===== src/rtl/lsu_mem_port.sv =====
//------------------------------------------------------------------------------
// Module   : lsu_mem_port
// Purpose  : Load/store unit driving a 32-bit req/gnt/rvalid word bus with byte
//            strobes; optional macro LSU_MISALIGN_TRAP_EN traps misaligned H/W.
// Revision : 1.0 - initial release
//------------------------------------------------------------------------------
`default_nettype none

module lsu_mem_port #(
  parameter int ADDR_W  = 32,
  parameter int TIMEOUT = 255
) (
  input  logic              clk,
  input  logic              rst_n,
  input  logic              mem_read,
  input  logic              mem_write,
  input  logic [2:0]        fn3,
  input  logic [ADDR_W-1:0] addr,
  input  logic [31:0]       wdata,
  output logic              stall,
  output logic [31:0]       rdata_out,
  output logic              done,
  output logic              err,
  output logic              bus_req,
  output logic              bus_we,
  output logic [ADDR_W-1:0] bus_addr,
  output logic [3:0]        bus_be,
  output logic [31:0]       bus_wdata,
  input  logic              bus_gnt,
  input  logic              bus_rvalid,
  input  logic [31:0]       bus_rdata
);

  localparam logic [1:0] IDLE = 2'd0;
  localparam logic [1:0] REQ  = 2'd1;
  localparam logic [1:0] WAIT = 2'd2;
  localparam logic [1:0] RESP = 2'd3;

  localparam int              CNT_W  = (TIMEOUT > 1) ? $clog2(TIMEOUT + 1) : 1;
  localparam logic [CNT_W-1:0] TO_VAL = CNT_W'(TIMEOUT);

  logic [1:0]        state, next_state;
  logic [ADDR_W-1:0] addr_q;
  logic [1:0]        off_q;
  logic [2:0]        fn3_q;
  logic              we_q;
  logic              trap_q;
  logic [31:0]       wdata_q;
  logic [31:0]       rdata_q;
  logic [CNT_W-1:0]  cnt;

  // Request-side decode; unsupported funct3 codes fall into the word case.
  logic        req_in, in_b, in_h, trap_in;
  logic [1:0]  off_in;
  logic [31:0] lanes_in;

  assign req_in   = mem_read | mem_write;
  assign in_b     = (fn3[1:0] == 2'b00);
  assign in_h     = (fn3[1:0] == 2'b01);
  assign off_in   = in_b ? addr[1:0] : (in_h ? {addr[1], 1'b0} : 2'b00);
  assign lanes_in = in_b ? {4{wdata[7:0]}} : (in_h ? {2{wdata[15:0]}} : wdata);

`ifdef LSU_MISALIGN_TRAP_EN
  assign trap_in = (in_h & addr[0]) | (~in_b & ~in_h & (addr[1:0] != 2'b00));
`else
  assign trap_in = 1'b0;
`endif

  // Access-side decode from latched request.
  logic        q_b, q_h, timeout, capture;
  logic [31:0] shifted, load_val;

  assign q_b     = (fn3_q[1:0] == 2'b00);
  assign q_h     = (fn3_q[1:0] == 2'b01);
  assign shifted = bus_rdata >> {off_q, 3'b000};
  assign timeout = (TIMEOUT != 0) && (cnt == TO_VAL);
  assign capture = bus_rvalid & (((state == REQ) & bus_gnt) | (state == WAIT));

  always_comb begin
    if (q_b)
      load_val = {{24{shifted[7] & ~fn3_q[2]}}, shifted[7:0]};
    else if (q_h)
      load_val = {{16{shifted[15] & ~fn3_q[2]}}, shifted[15:0]};
    else
      load_val = shifted;
  end

  always_ff @(posedge clk or negedge rst_n) begin
    if (!rst_n)
      state <= IDLE;
    else
      state <= next_state;
  end

  always_comb begin
    next_state = state;
    case (state)
      IDLE: if (req_in) next_state = trap_in ? RESP : REQ;
      REQ:  if (bus_gnt) next_state = bus_rvalid ? RESP : WAIT;
      WAIT: begin
        if (bus_rvalid)
          next_state = RESP;
        else if (timeout)
          next_state = IDLE;
      end
      default: next_state = IDLE;
    endcase
  end

  always_comb begin
    stall     = ((state == IDLE) & req_in) | (state == REQ) | (state == WAIT);
    done      = (state == RESP);
    err       = ((state == RESP) & trap_q) | ((state == WAIT) & ~bus_rvalid & timeout);
    bus_req   = (state == REQ);
    bus_we    = (state == REQ) & we_q;
    bus_addr  = (state == REQ) ? addr_q : '0;
    bus_wdata = (state == REQ) ? wdata_q : '0;
    bus_be    = 4'b0000;
    if (state == REQ) begin
      if (q_b)
        bus_be = 4'b0001 << off_q;
      else if (q_h)
        bus_be = 4'b0011 << off_q;
      else
        bus_be = 4'b1111;
    end
  end

  assign rdata_out = rdata_q;

  always_ff @(posedge clk or negedge rst_n) begin
    if (!rst_n) begin
      addr_q  <= '0;
      off_q   <= 2'b00;
      fn3_q   <= 3'b000;
      we_q    <= 1'b0;
      trap_q  <= 1'b0;
      wdata_q <= '0;
      rdata_q <= '0;
      cnt     <= '0;
    end else begin
      if ((state == IDLE) && req_in) begin
        addr_q  <= {addr[ADDR_W-1:2], 2'b00};
        off_q   <= off_in;
        fn3_q   <= fn3;
        we_q    <= mem_write;
        trap_q  <= trap_in;
        wdata_q <= lanes_in;
      end
      cnt <= (state == WAIT) ? cnt + 1'b1 : '0;
      // Store acknowledgements carry no data, so rdata_out keeps the last load.
      if (capture && !we_q)
        rdata_q <= load_val;
      else if ((state == WAIT) && !bus_rvalid && timeout)
        rdata_q <= '0;
    end
  end

endmodule

`default_nettype wire


===== config.mk =====
export PLATFORM = sky130hd
export DESIGN_NAME = lsu_mem_port
export DESIGN_NICKNAME = d
export VERILOG_FILES = /design/src/rtl/lsu_mem_port.sv
export SDC_FILE = /design/constraint.sdc
export NUM_CORES = 1
export LEC_CHECK = 0
export ABC_AREA = 1
export BUFFER_PORTS_ARGS = -buffer_cell sky130_fd_sc_hd__clkbuf_2
export CAP_MARGIN = 20
export CORE_MARGIN = 2
export CORE_UTILIZATION = 35
export CTS_BUF_LIST = sky130_fd_sc_hd__clkbuf_8
export CTS_CLUSTER_SIZE = 24
export DETAILED_ROUTE_END_ITERATION = 16
export PLACE_DENSITY = 0.56
export SETUP_SLACK_MARGIN = 0.15
export SYNTH_ARGS = -nofsm -noshare
export SYNTH_HDL_FRONTEND = slang
export SYNTH_SLANG_ARGS = --single-unit
export TNS_END_PERCENT = 20

===== constraint.sdc =====
create_clock -name clk -period 1.6 [get_ports clk]
set_input_delay 0 -clock clk [delete_from_list [all_inputs] [get_ports clk]]
set_output_delay 0 -clock clk [all_outputs]
set_load 0.02 [all_outputs]

== After elaboration in Yosys (flattened, before gate mapping) ==
Cells that the tools add are included.

* $add $sub $neg: 1
* Equal/unequal tests: 9
* Shifts and indexed selects: 3
* Mux-type cells: 20
* Bitwise logic cells: 14
* Reductions and logical operators: 11

{| class="wikitable"
|+ Operators with widths
! kind !! count
|-
| 32-bit two-way mux || 8
|-
| 32-bit by 5-bit >> shifter with 32-bit output || 1
|-
| 2-bit two-way mux || 6
|-
| 4-bit two-way mux || 3
|-
| 8-bit by 1-bit adder with 8-bit output (second input constant) || 1
|-
| 1-bit bitwise AND || 8
|-
| 8-bit == test (second input constant) || 1
|-
| 8-bit two-way mux || 1
|-
| 2-bit by 1-bit == test with 1-bit output (second input constant) || 3
|-
| 2-bit zero test || 3
|-
| 2-bit case mux with 3 select lines || 1
|-
| 2-bit == test (second input constant) || 2
|-
| 1-bit logical AND || 4
|-
| 1-bit OR || 4
|-
| 1-bit by 2-bit left shift with 4-bit output (first input constant) || 1
|-
| 2-bit by 2-bit left shift with 4-bit output (first input constant) || 1
|-
| 3-bit != test (second input constant) || 1
|-
| 3-bit AND reduction || 1
|-
| 1-bit zero test || 2
|-
| 2-bit by 1-bit != test with 1-bit output (second input constant) || 1
|-
| 2-bit != test (second input constant) || 1
|-
| 1-bit NOT || 2
|-
| 2-bit nonzero test || 1
|-
| 1-bit two-way mux || 1
|}

* Bits in registers: 110
* Output and inout bits: 105
* Logic and storage cells: 66

== Longest topological paths before layout ==
Gate-level depths: netlist of the first run.

* Depth after elaboration: 6
* Depth in mapped cells: 9
* Mapped depth without buffers: 8

== Worst setup path before layout of the first run ==
Ideal clock, no wire load.

* Path type: reg-to-output
* From: register off_q[1]
* To: output port bus_be[1]
* Arrival time: 1,728 ps
* Setup slack: -128 ps
* Stages on the path, launching flop included: 7
* Cell sequence: dfrtp_1 inv_1 clkbuf_1 clkbuf_1 ha_1 o21ai_0 a21oi_1

* Longest elaborated chain between the ends: 4
* Elaborated cells on any way between the ends: 5

{| class="wikitable"
|+ RTL lines
! element !! RTL line !! source
|-
| start, declared || 44 || <nowiki>logic [1:0] off_q;</nowiki>
|-
| start signal, assigned || 144 || <nowiki>off_q <= off_in;</nowiki>
|-
| 2-bit by 2-bit left shift with 4-bit output || 123 || <nowiki>bus_be = 4'b0011 << off_q;</nowiki>
|-
| 4-bit two-way mux || 122 || <nowiki>else if (q_h)</nowiki>
|-
| 4-bit two-way mux (*) || 120 || <nowiki>if (q_b)</nowiki>
|-
| 4-bit two-way mux (*) || 119 || <nowiki>if (state == REQ) begin</nowiki>
|-
| end, declared || 27 || <nowiki>output logic [3:0] bus_be,</nowiki>
|}

Mark *: on every way between the ends. The rest lies on a longest branch, timed or not.

== Worst setup path in the final report of the first run ==
* From: register state[0]
* To: output port bus_wdata[31]

* Longest elaborated chain between the ends: 2

{| class="wikitable"
|+ RTL lines
! element !! RTL line !! source
|-
| start, declared || 42 || <nowiki>logic [1:0] state, next_state;</nowiki>
|-
| start signal, assigned || 92 || <nowiki>state <= next_state;</nowiki>
|-
| 2-bit by 1-bit == test with 1-bit output || 117 || <nowiki>bus_wdata = (state == REQ) ? wdata_q : '0;</nowiki>
|-
| 32-bit two-way mux || 117 ||
|-
| end, declared || 28 || <nowiki>output logic [31:0] bus_wdata,</nowiki>
|}

No other way between the ends.

==> results.cfg, run 1 <==
[critical_path]
timing.critical_path.fanout_max = 6
crit_required_ns = 1.60
worst_r2r_startpoint = state[1]$_DFFE_PN0P_
setup.worst_path.end_class = primary output
launching_element_type_of_the_critical_path = flop
critical_path_class = reg -> out
worst-endpoint-arrival_ns = 1.67
timing.reg2reg.setup_slack_ns = 0.07
startpoint = state[0]$_DFFE_PN0P_

[outcome]
outcome = finished, violations left
failing_checks = negative setup slack

[route]
detailedRoute.firstIterationViolations = 386
wl_per_cell_um = 15.2
antenna_violating_nets_post_route = 0
drc = 0
detailed_route_vias_per_instance = 4.83
routed-via-count = 6231
drt-total-wl_um = 19600
drt_pass1_iterations = 5

[grt]
first_global_vias = 6055
grt_use_total = 0.224
grt_antenna_before_repair = 0
grt_pass1_wl_um = 31600
largest_net_degree_at_the_start_of_global_routing = 62
grt_overflow_total = 0

[timing]
fmax_mhz = 597
final.setup_skew_ns = 0.0112
drv_slew = 0
final-hold-violation-count = 0
setup_viol_count_final = 18
layout_min_cycle_time_ns = 1.67
postLayoutSetupSlackWorst_ns = -0.0740
holdWs_ns = 0.0162
rsz0062_at_grt = yes
share_of_the_clock_period_used_by_the_worst_path = 1.05
tns_ns = -0.723

[logic_synthesis]
yosysSeqAreaShare = 0.476
synth-edff-count = 0
synth.cell_area_um2 = 5780
synth_top_area_cell = sky130_fd_sc_hd__dfrtp_1
synth_flop_cell = sky130_fd_sc_hd__dfrtp_1
post_synthesis_async_set_or_reset_flop_share = 1.00
syn_area_per_cell_um2 = 7.50
synth.area.top_cells = sky130_fd_sc_hd__dfrtp_1 (48%), sky130_fd_sc_hd__nand2_1 (12%), sky130_fd_sc_hd__nand3_1 (6.2%), sky130_fd_sc_hd__inv_1 (5.8%), sky130_fd_sc_hd__nor2_1 (5.7%)
ys_types = 33
top_cell_type_s_share_of_synthesized_area = 0.476
netlist_instances = 771
ys.warnings.count = 0
synth.ff_latch_count = 110

[clock_tree]
tritoncts = yes
clock_insertion_delay_worst_skew_ns = 0.39
root_buffer = sky130_fd_sc_hd__clkbuf_8
numClockSinks = 110
cts.clk_slew.worst_paths_ns = 0.11
cts-buffers-inserted = 9
cts_max_level = 3
cts_max_path_buffers = 2

[finish]
design_area_um2 = 8960
area_of_the_multi_input_gates_um2 = 2660
fin_util = 0.560
final_layout_size_suffix_gt1_frac = 0.309
nNetsFinal = 1178
syn_to_final_growth_pct = 54.8
layout_commonest_cell = sky130_fd_sc_hd__nand2_1
final_cell_mix = sky130_fd_sc_hd__nand2_1 (177), sky130_fd_sc_hd__clkbuf_2 (138), sky130_fd_sc_hd__dfrtp_1 (109)
area_of_all_sequential_standard_cells_um2 = 2750
antenna-diode-count = 0
post_layout_nonfiller_instances = 1289
nFillCells = 1458

[floorplan]
floorplan.die.height_um = 133
floorplan.die_area_um2 = 17600
die_width_um = 133
floorplan.io_pins = 210
core_area_um2 = 16000
start_util = 0.362
row_count = 46

[hold_path]
timing.hold.worst.class = in -> reg
launch_point_of_the_worst_hold_path = bus_rdata[15]

[power]
netSwitchingPower_mw = 7.88
internal_power_mw = 9.17
seqPwrFrac = 0.267
power.leakage_nw = 4.58
power-per-cell-area_nw_per_um2 = 1900
irDropWorstVdd_uv = 1010
power_frac_clock = 0.110
comb_power_share = 0.623
sw_ratio = 0.462

[place]
placedCellCount = 1181
place.port_buffers = 207
post_dp_cell_area_um2 = 7230
detailed_place_hpwl_um = 12700
gp_congestion = 0.865

[job]
cap_violations = 0
-- sequential cells by signal (all words and copies together), names as in the netlist --
signal and cells:
state 2, we_q 1, off_q 2, addr_q 30, wdata_q 32, cnt 8
fn3_q 3, rdata_out 32
-- final timing paths --
check,to,cells past startpoint
min in group asynchronous,rdata_out[2]$_DFFE_PN0P_,3
setup / recovery,bus_wdata[31],6
hold / removal,rdata_out[7]$_DFFE_PN0P_,5
setup reg to reg,wdata_q[25]$_DFFE_PN0P_,6
hold reg to reg,cnt[4]$_DFF_PN0_,1
max in group asynchronous,cnt[5]$_DFF_PN0_,3
-- stage by stage --
stage	power (mW)	setup slack, ns
after floorplan	10.2	0.0607
after global placement	13.1	0.0978
after detailed placement	13.1	0.0591
after CTS	16.6	-0.0988
after global routing	18.3	-0.141
final	17.1	-0.0740
-- logic make-up after synthesis --
logic type                 synth area share
AOI/OAI and AO/OA                     0.159
adders and majority gates            0.0108
buffers and inverters                 0.102
DFF                                   0.476
other                              0.000648
and+or+nand+nor                       0.251
-- final cells by class --
| cell class | instances | share of cell area |
|---|---|---|
| tap | 216 | 0.0302 |
| timing repair buffer | 332 | 0.300 |
| sequential | 110 | 0.307 |
| inverter | 97 | 0.0412 |
| clock inverter | 4 | 0.00587 |
| multi-input combinational | 518 | 0.297 |
| clock buffer | 12 | 0.0184 |
-- worst max-delay path, cell delays in order (launching register included) --
cell	delay (ns)
sky130_fd_sc_hd__dfrtp_1	0.41
sky130_fd_sc_hd__inv_2	0.07
sky130_fd_sc_hd__nor2_4	0.15
sky130_fd_sc_hd__inv_4	0.09
sky130_fd_sc_hd__bufbuf_16	0.29
sky130_fd_sc_hd__nor2_1	0.09
sky130_fd_sc_hd__clkbuf_4	0.17
-- Yosys cell counts (6+ instances only) --
| cell type | n |
|---|---|
| sky130_fd_sc_hd__nand2_1 | 178 |
| sky130_fd_sc_hd__dfrtp_1 | 110 |
| sky130_fd_sc_hd__inv_1 | 90 |
| sky130_fd_sc_hd__nor2_1 | 88 |
| sky130_fd_sc_hd__nand3_1 | 72 |
| sky130_fd_sc_hd__o21ai_1 | 42 |
| sky130_fd_sc_hd__a21oi_1 | 40 |
| sky130_fd_sc_hd__o21ai_0 | 34 |
| sky130_fd_sc_hd__buf_2 | 17 |
| sky130_fd_sc_hd__clkbuf_1 | 17 |
| sky130_fd_sc_hd__o211ai_1 | 12 |
| sky130_fd_sc_hd__a21boi_0 | 8 |
| sky130_fd_sc_hd__a22oi_1 | 8 |
| sky130_fd_sc_hd__a31oi_1 | 8 |
| sky130_fd_sc_hd__buf_1 | 6 |
| sky130_fd_sc_hd__buf_4 | 6 |
| sky130_fd_sc_hd__inv_2 | 6 |
-- timing repair --
item                                    4_1_cts  5_1_grt
setup buffers                                 3        9
gates cloned                                  3        0
endpoints found under the setup margin      151      166
hold endpoints to repair                    185        0
resized for setup                           139       66
pin swaps                                     1        2
hold buffers                                 77        0
-- power by group through the flow --
stage | registers, mW | clock network, mW | logic (mW)
finish | 4.55 | 1.88 | 10.6
global route | 4.67 | 2.02 | 11.6
CTS | 4.53 | 1.92 | 10.2
detailed placement | 4.57 | 0 | 8.56
global placement | 4.57 | 0 | 8.50
floorplan | 4.90 | 0 | 5.34
-- layer usage --
metal	wire [um]	share of wire	global-route usage
met4	379	0.019	0.0741
met5	0	0	0
met2	9210	0.47	0.360
met3	1380	0.070	0.0452
met1	8640	0.44	0.304
Power figures use the tool's default switching activity.
==> run 2: changes to the inputs <==
--- a/constraint.sdc
+++ b/constraint.sdc
@@ -3,2 +3,2 @@
 set_output_delay 0 -clock clk [all_outputs]
-set_load 0.02 [all_outputs]
+set_load 0.1 [all_outputs]
==> run 2 against run 1 <==
- the flow still finishes with violations (negative setup slack)
- clock skew fell by 0.00090 ns
- utilization rose by 9.4 points
- routed wire length is 4.1% higher
- final area grew 17%
- highest routed layer is now met5
- largest cell class is now non-clock buffers
- critical path type unchanged
- cell count increased by 1.4%
==> results.cfg, run 2 (synthesis gave the netlist of run 1 again) <==
[outcome]
outcome = finished, violations left
failing_checks = negative setup slack

[floorplan]
core_area_um2 = 16000
start_util = 0.362
floorplan.die.height_um = 133
floorplan.io_pins = 210
floorplan.die_area_um2 = 17600
row_count = 46
die_width_um = 133

[clock_tree]
clock_insertion_delay_worst_skew_ns = 0.40
numClockSinks = 110
cts.clk_slew.worst_paths_ns = 0.11
cts-buffers-inserted = 9
root_buffer = sky130_fd_sc_hd__clkbuf_8
cts_max_level = 3
cts_max_path_buffers = 2
tritoncts = yes

[place]
gp_congestion = 0.878
place.port_buffers = 207
preCtsSetupSlack_ns = 0.0153
detailed_place_hpwl_um = 13700

[hold_path]
launch_point_of_the_worst_hold_path = fn3[1]
timing.hold.worst.class = in -> reg

[critical_path]
critical_path_slowest_stage_cell = sky130_fd_sc_hd__dfrtp_1
crit_path_max_incr_delay_ns = 0.40
setup.worst_path.end_class = primary output
critical_path.most_common_cell = sky130_fd_sc_hd__buf_12
cp_top_family = buffers and inverters
worst-endpoint-arrival_ns = 1.82
launching_element_type_of_the_critical_path = flop
worst_r2r_startpoint = state[0]$_DFFE_PN0P_
crit_required_ns = 1.60
timing.critical_path.fanout_max = 7
critical_path_class = reg -> out
worstPathBufferInverterCount = 6
startpoint = state[0]$_DFFE_PN0P_
worstPathCellList = inv_2 > nor2_4 > inv_6 > buf_12 > buf_12 > buf_16 > nor2_4 > buf_12

[timing]
final-hold-violation-count = 0
setup_viol_count_final = 87
final.setup_skew_ns = 0.0103
share_of_the_clock_period_used_by_the_worst_path = 1.14
postLayoutSetupSlackWorst_ns = -0.223
layout_min_cycle_time_ns = 1.82
timing.max_slew.rel_slack = 0.578
rsz0062_at_grt = yes
drv_slew = 0
fmax_mhz = 549
transition_time_at_the_pin_with_the_least_slew_margin_ns = 0.634

[route]
detailedRoute.firstIterationViolations = 328
routed-via-count = 6349
detailed_route_vias_per_instance = 4.86
wl_per_cell_um = 15.6
drt_pass1_iterations = 4
antenna_violating_nets_post_route = 0
drc = 0
drt-total-wl_um = 20400

[grt]
grt_use_total = 0.241
first_global_vias = 6546
grt_antenna_before_repair = 1
largest_net_degree_at_the_start_of_global_routing = 111
grt_overflow_total = 0
grt_pass1_wl_um = 33700

[finish]
final_cell_mix = sky130_fd_sc_hd__nand2_1 (176), sky130_fd_sc_hd__clkbuf_2 (135), sky130_fd_sc_hd__dfrtp_1 (109)
nNetsFinal = 1196
syn_to_final_growth_pct = 80.9
layout_commonest_cell = sky130_fd_sc_hd__nand2_1
antenna-diode-count = 0
final_layout_size_suffix_gt1_frac = 0.377
nFillCells = 1339

[job]
cap_violations = 0
## run 2: cell types whose count changed in the layout (fill, tap and decap cells not counted), sizes merged, moves of 2 or more
cell	previous run	this run
clkinvlp	0	2
dlygate4sd3	77	80
inv	97	99
buf	77	135
clkbuf	189	145
## run 2: cell type report
class / instances / area, um2 / share of cell area
Clock inverter: 6 / 31.3 / 0.00299
Clock buffer: 10 / 138 / 0.0132
Sequential cell: 110 / 2750 / 0.263
Multi-Input combinational cell: 518 / 3210 / 0.306
Tap cell: 216 / 270 / 0.0258
Timing Repair Buffer: 350 / 3690 / 0.352
Inverter: 97 / 379 / 0.0362
## run 2: layer usage
layer | vias up | GRT usage | wire length [um]
met1 | 2982 | 0.307 | 8440
li1 | 3108 | - | -
met5 | - | 0 | 16
met3 | 27 | 0.0801 | 1820
met4 | 2 | 0.0735 | 333
met2 | 230 | 0.389 | 9820
## run 2: final timing paths
check | endpoint | slack [ns] | cells past startpoint
setup / recovery | bus_wdata[30] | -0.22 | 8
setup reg to reg | rdata_out[30]$_DFFE_PN0P_ | -0.07 | 10
hold reg to reg | we_q$_DFFE_PN0P_ | 0.51 | 2
hold / removal | wdata_q[30]$_DFFE_PN0P_ | 0.01 | 3
max in group asynchronous | addr_q[17]$_DFFE_PN0P_ | 0.90 | 3
min in group asynchronous | cnt[4]$_DFF_PN0_ | 0.20 | 3
## run 2: tightest hold or removal path, cell delays in order
cell,delay [ns]
sky130_fd_sc_hd__clkbuf_2,0.19
sky130_fd_sc_hd__nand2_1,0.10
sky130_fd_sc_hd__a31oi_1,0.09
## run 2: metrics by stage
stage | std cells | instance area, um2 | setup TNS [ns] | hold WS, ns | util
2_1_floorplan | 772 | 6380 | -25.66 | -0.296 | -
3_3_place_gp | 1180 | 8820 | 0 | 0.139 | 0.551
3_5_place_dp | 1180 | 8820 | 0 | 0.143 | 0.551
4_1_cts | 1306 | 10400 | -7.97 | 0.000391 | 0.651
5_1_grt | 1307 | 10500 | -19.31 | 0.0275 | 0.654
6_report | 1307 | 10500 | -8.52 | 0.0132 | 0.654
## run 2: what timing repair did
item,in CTS,in global routing
setup endpoints to repair,149,173
pin swaps,45,19
hold buffers,80,0
endpoints found under the hold margin,182,0
gates resized for setup,62,13
gates cloned,6,0
buffers inserted,24,1
Power of run 2 is left out: the tool's default activity adds up to more than one toggle a clock period on the data nets, which glitch-free logic cannot reach.
==> run 3: changes to the inputs <==
Settings changed: BUFFER_PORTS_ARGS -buffer_cell sky130_fd_sc_hd__clkbuf_2 to -buffer_cell sky130_fd_sc_hd__buf_2, SLEW_MARGIN set to 30.
==> run 3 against run 2 <==
- sequential share of layout area up 0.68 points
- die area unchanged
- via count down 1.2%
- critical path type unchanged
- highest routed layer is now met4
- the run still ends with negative setup slack left
- critical path depth down 1
- global-route usage down 0.81 points
==> results.cfg, run 3 (synthesis gave the netlist of run 1 again) <==
[outcome]
outcome = finished, violations left
failing_checks = negative setup slack

[grt]
grt_use_total = 0.233
grt_overflow_total = 0
grt_antenna_before_repair = 0
first_global_vias = 6283
largest_net_degree_at_the_start_of_global_routing = 51
grt_pass1_wl_um = 32600

[place]
place.port_buffers = 207
preCtsSetupSlack_ns = 0.0460
gp_congestion = 0.879
detailed_place_hpwl_um = 13900

[clock_tree]
cts.clk_slew.worst_paths_ns = 0.11
root_buffer = sky130_fd_sc_hd__clkbuf_8
tritoncts = yes
clock_insertion_delay_worst_skew_ns = 0.39
cts_max_path_buffers = 2
cts-buffers-inserted = 9
numClockSinks = 110
cts_max_level = 3

[critical_path]
critical_path_class = reg -> out
worstPathCellList = inv_2 > nor2_4 > clkinv_4 > buf_12 > buf_16 > nor2_4 > buf_12
critical_path_slowest_stage_cell = sky130_fd_sc_hd__dfrtp_1
launching_element_type_of_the_critical_path = flop
worst-endpoint-arrival_ns = 1.81
worst_r2r_path_depth = 9
worst_r2r_startpoint = state[0]$_DFFE_PN0P_
worst_reg2reg_path_endpoint = rdata_out[14]$_DFFE_PN0P_
worstPathBufferInverterCount = 5
crit_path_max_incr_delay_ns = 0.40
crit_required_ns = 1.60
timing.critical_path.fanout_max = 6
cp_top_family = buffers and inverters
setup.worst_path.end_class = primary output
timing.reg2reg.setup_slack_ns = -0.10

[timing]
postLayoutSetupSlackWorst_ns = -0.212
drv_slew = 0
holdWs_ns = 0.0193
transition_time_at_the_pin_with_the_least_slew_margin_ns = 0.568
share_of_the_clock_period_used_by_the_worst_path = 1.13
final.setup_skew_ns = 0.0102
rsz0062_at_grt = yes
final-hold-violation-count = 0
fmax_mhz = 552
setup_viol_count_final = 83
layout_min_cycle_time_ns = 1.81
timing.max_slew.rel_slack = 0.621

[hold_path]
launch_point_of_the_worst_hold_path = bus_rdata[3]
timing.hold.worst.class = in -> reg
hold-path-endpoint = rdata_out[3]$_DFFE_PN0P_
holdPathStages = 5

[floorplan]
floorplan.die.height_um = 133
floorplan.die_area_um2 = 17600
die_width_um = 133
row_count = 46
core_area_um2 = 16000
floorplan.io_pins = 210
start_util = 0.362

[finish]
nFillCells = 1354
final_cell_mix = sky130_fd_sc_hd__nand2_1 (178), sky130_fd_sc_hd__buf_2 (135), sky130_fd_sc_hd__dfrtp_1 (109)
fin_util = 0.637
final_layout_size_suffix_gt1_frac = 0.338
antenna-diode-count = 0
layout_commonest_cell = sky130_fd_sc_hd__nand2_1
syn_to_final_growth_pct = 76.3
nNetsFinal = 1186

[route]
detailedRoute.firstIterationViolations = 328
drt-total-wl_um = 20400
drc = 0
routed-via-count = 6273
detailed_route_vias_per_instance = 4.84
wl_per_cell_um = 15.7
drt_pass1_iterations = 4
antenna_violating_nets_post_route = 0

[job]
cap_violations = 0
run 3: cell types whose count changed in the layout (fill, tap and decap cells not counted), moves of 3 or more:
cell                            before  now
sky130_fd_sc_hd__a21oi_1            31   37
sky130_fd_sc_hd__a21oi_2             6    0
sky130_fd_sc_hd__buf_2               0  135
sky130_fd_sc_hd__buf_4              40   30
sky130_fd_sc_hd__buf_6               6    1
sky130_fd_sc_hd__clkbuf_2          135    0
sky130_fd_sc_hd__dlygate4sd3_1      80   85
sky130_fd_sc_hd__ha_1                1    4
sky130_fd_sc_hd__nand3_1            51   70
sky130_fd_sc_hd__nand3_2            20    2
run 3: tightest hold or removal path: stages:
cell,delay [ns]
sky130_fd_sc_hd__buf_2,0.07
sky130_fd_sc_hd__o21ai_0,0.08
sky130_fd_sc_hd__nand2_1,0.06
sky130_fd_sc_hd__o211ai_1,0.10
sky130_fd_sc_hd__nand2_1,0.07
run 3: layer usage:
metal / vias up / global-route usage / part of all wire
met2: 229 / 0.371 / 0.47
met3: 28 / 0.0881 / 0.090
li1: 3081 / - / -
met4: 0 / 0.0639 / 0.018
met5: - / 0 / 0
met1: 2935 / 0.296 / 0.42
run 3: how the worst max path moves through the flow:
| stage | start | end | slack [ns] | cells after the start |
|---|---|---|---|---|
| final | state[0]$_DFFE_PN0P_ | bus_addr[3] | -0.21 | 7 |
| after global routing | state[0]$_DFFE_PN0P_ | bus_addr[3] | -0.31 | 7 |
| after CTS | state[1]$_DFFE_PN0P_ | bus_wdata[20] | -0.22 | 5 |
| after detailed placement | off_q[0]$_DFFE_PN0P_ | rdata_out[26]$_DFFE_PN0P_ | 0.05 | 7 |
| after global placement | state[1]$_DFFE_PN0P_ | rdata_out[10]$_DFFE_PN0P_ | 0.1 | 7 |
| after floorplan | cnt[0]$_DFF_PN0_ | err | -0.34 | 5 |
run 3: cell type report:
| cell class | count | area (um2) | area share |
|---|---|---|---|
| clock buffer | 11 | 151 | 0.0148 |
| clock inverter | 4 | 22.5 | 0.00221 |
| inverter | 97 | 372 | 0.0364 |
| multi-input combinational | 518 | 3040 | 0.298 |
| sequential | 110 | 2750 | 0.270 |
| tap | 216 | 270 | 0.0265 |
| timing repair buffer | 339 | 3590 | 0.352 |
| timing repair inverter | 1 | 6.26 | 0.000613 |
run 3: metrics by stage:
stage / std cells / area, um2 / TNS, ns
4_1_cts: 1290 / 10100 / -11.87
3_3_place_gp: 1181 / 8800 / 0
3_5_place_dp: 1181 / 8800 / 0
2_1_floorplan: 772 / 6380 / -25.66
6_report: 1296 / 10200 / -10.52
5_1_grt: 1296 / 10200 / -20.00
run 3: what timing repair did:
item                                    CTS  global route
hold buffers                             85             0
endpoints found under the setup margin  137           171
buffers inserted                          4             4
cloned                                    5             2
resized for setup                        27            11
endpoints found under the hold margin   131             0
pin swaps                                13             8
Power of run 3 is left out for the same reason.
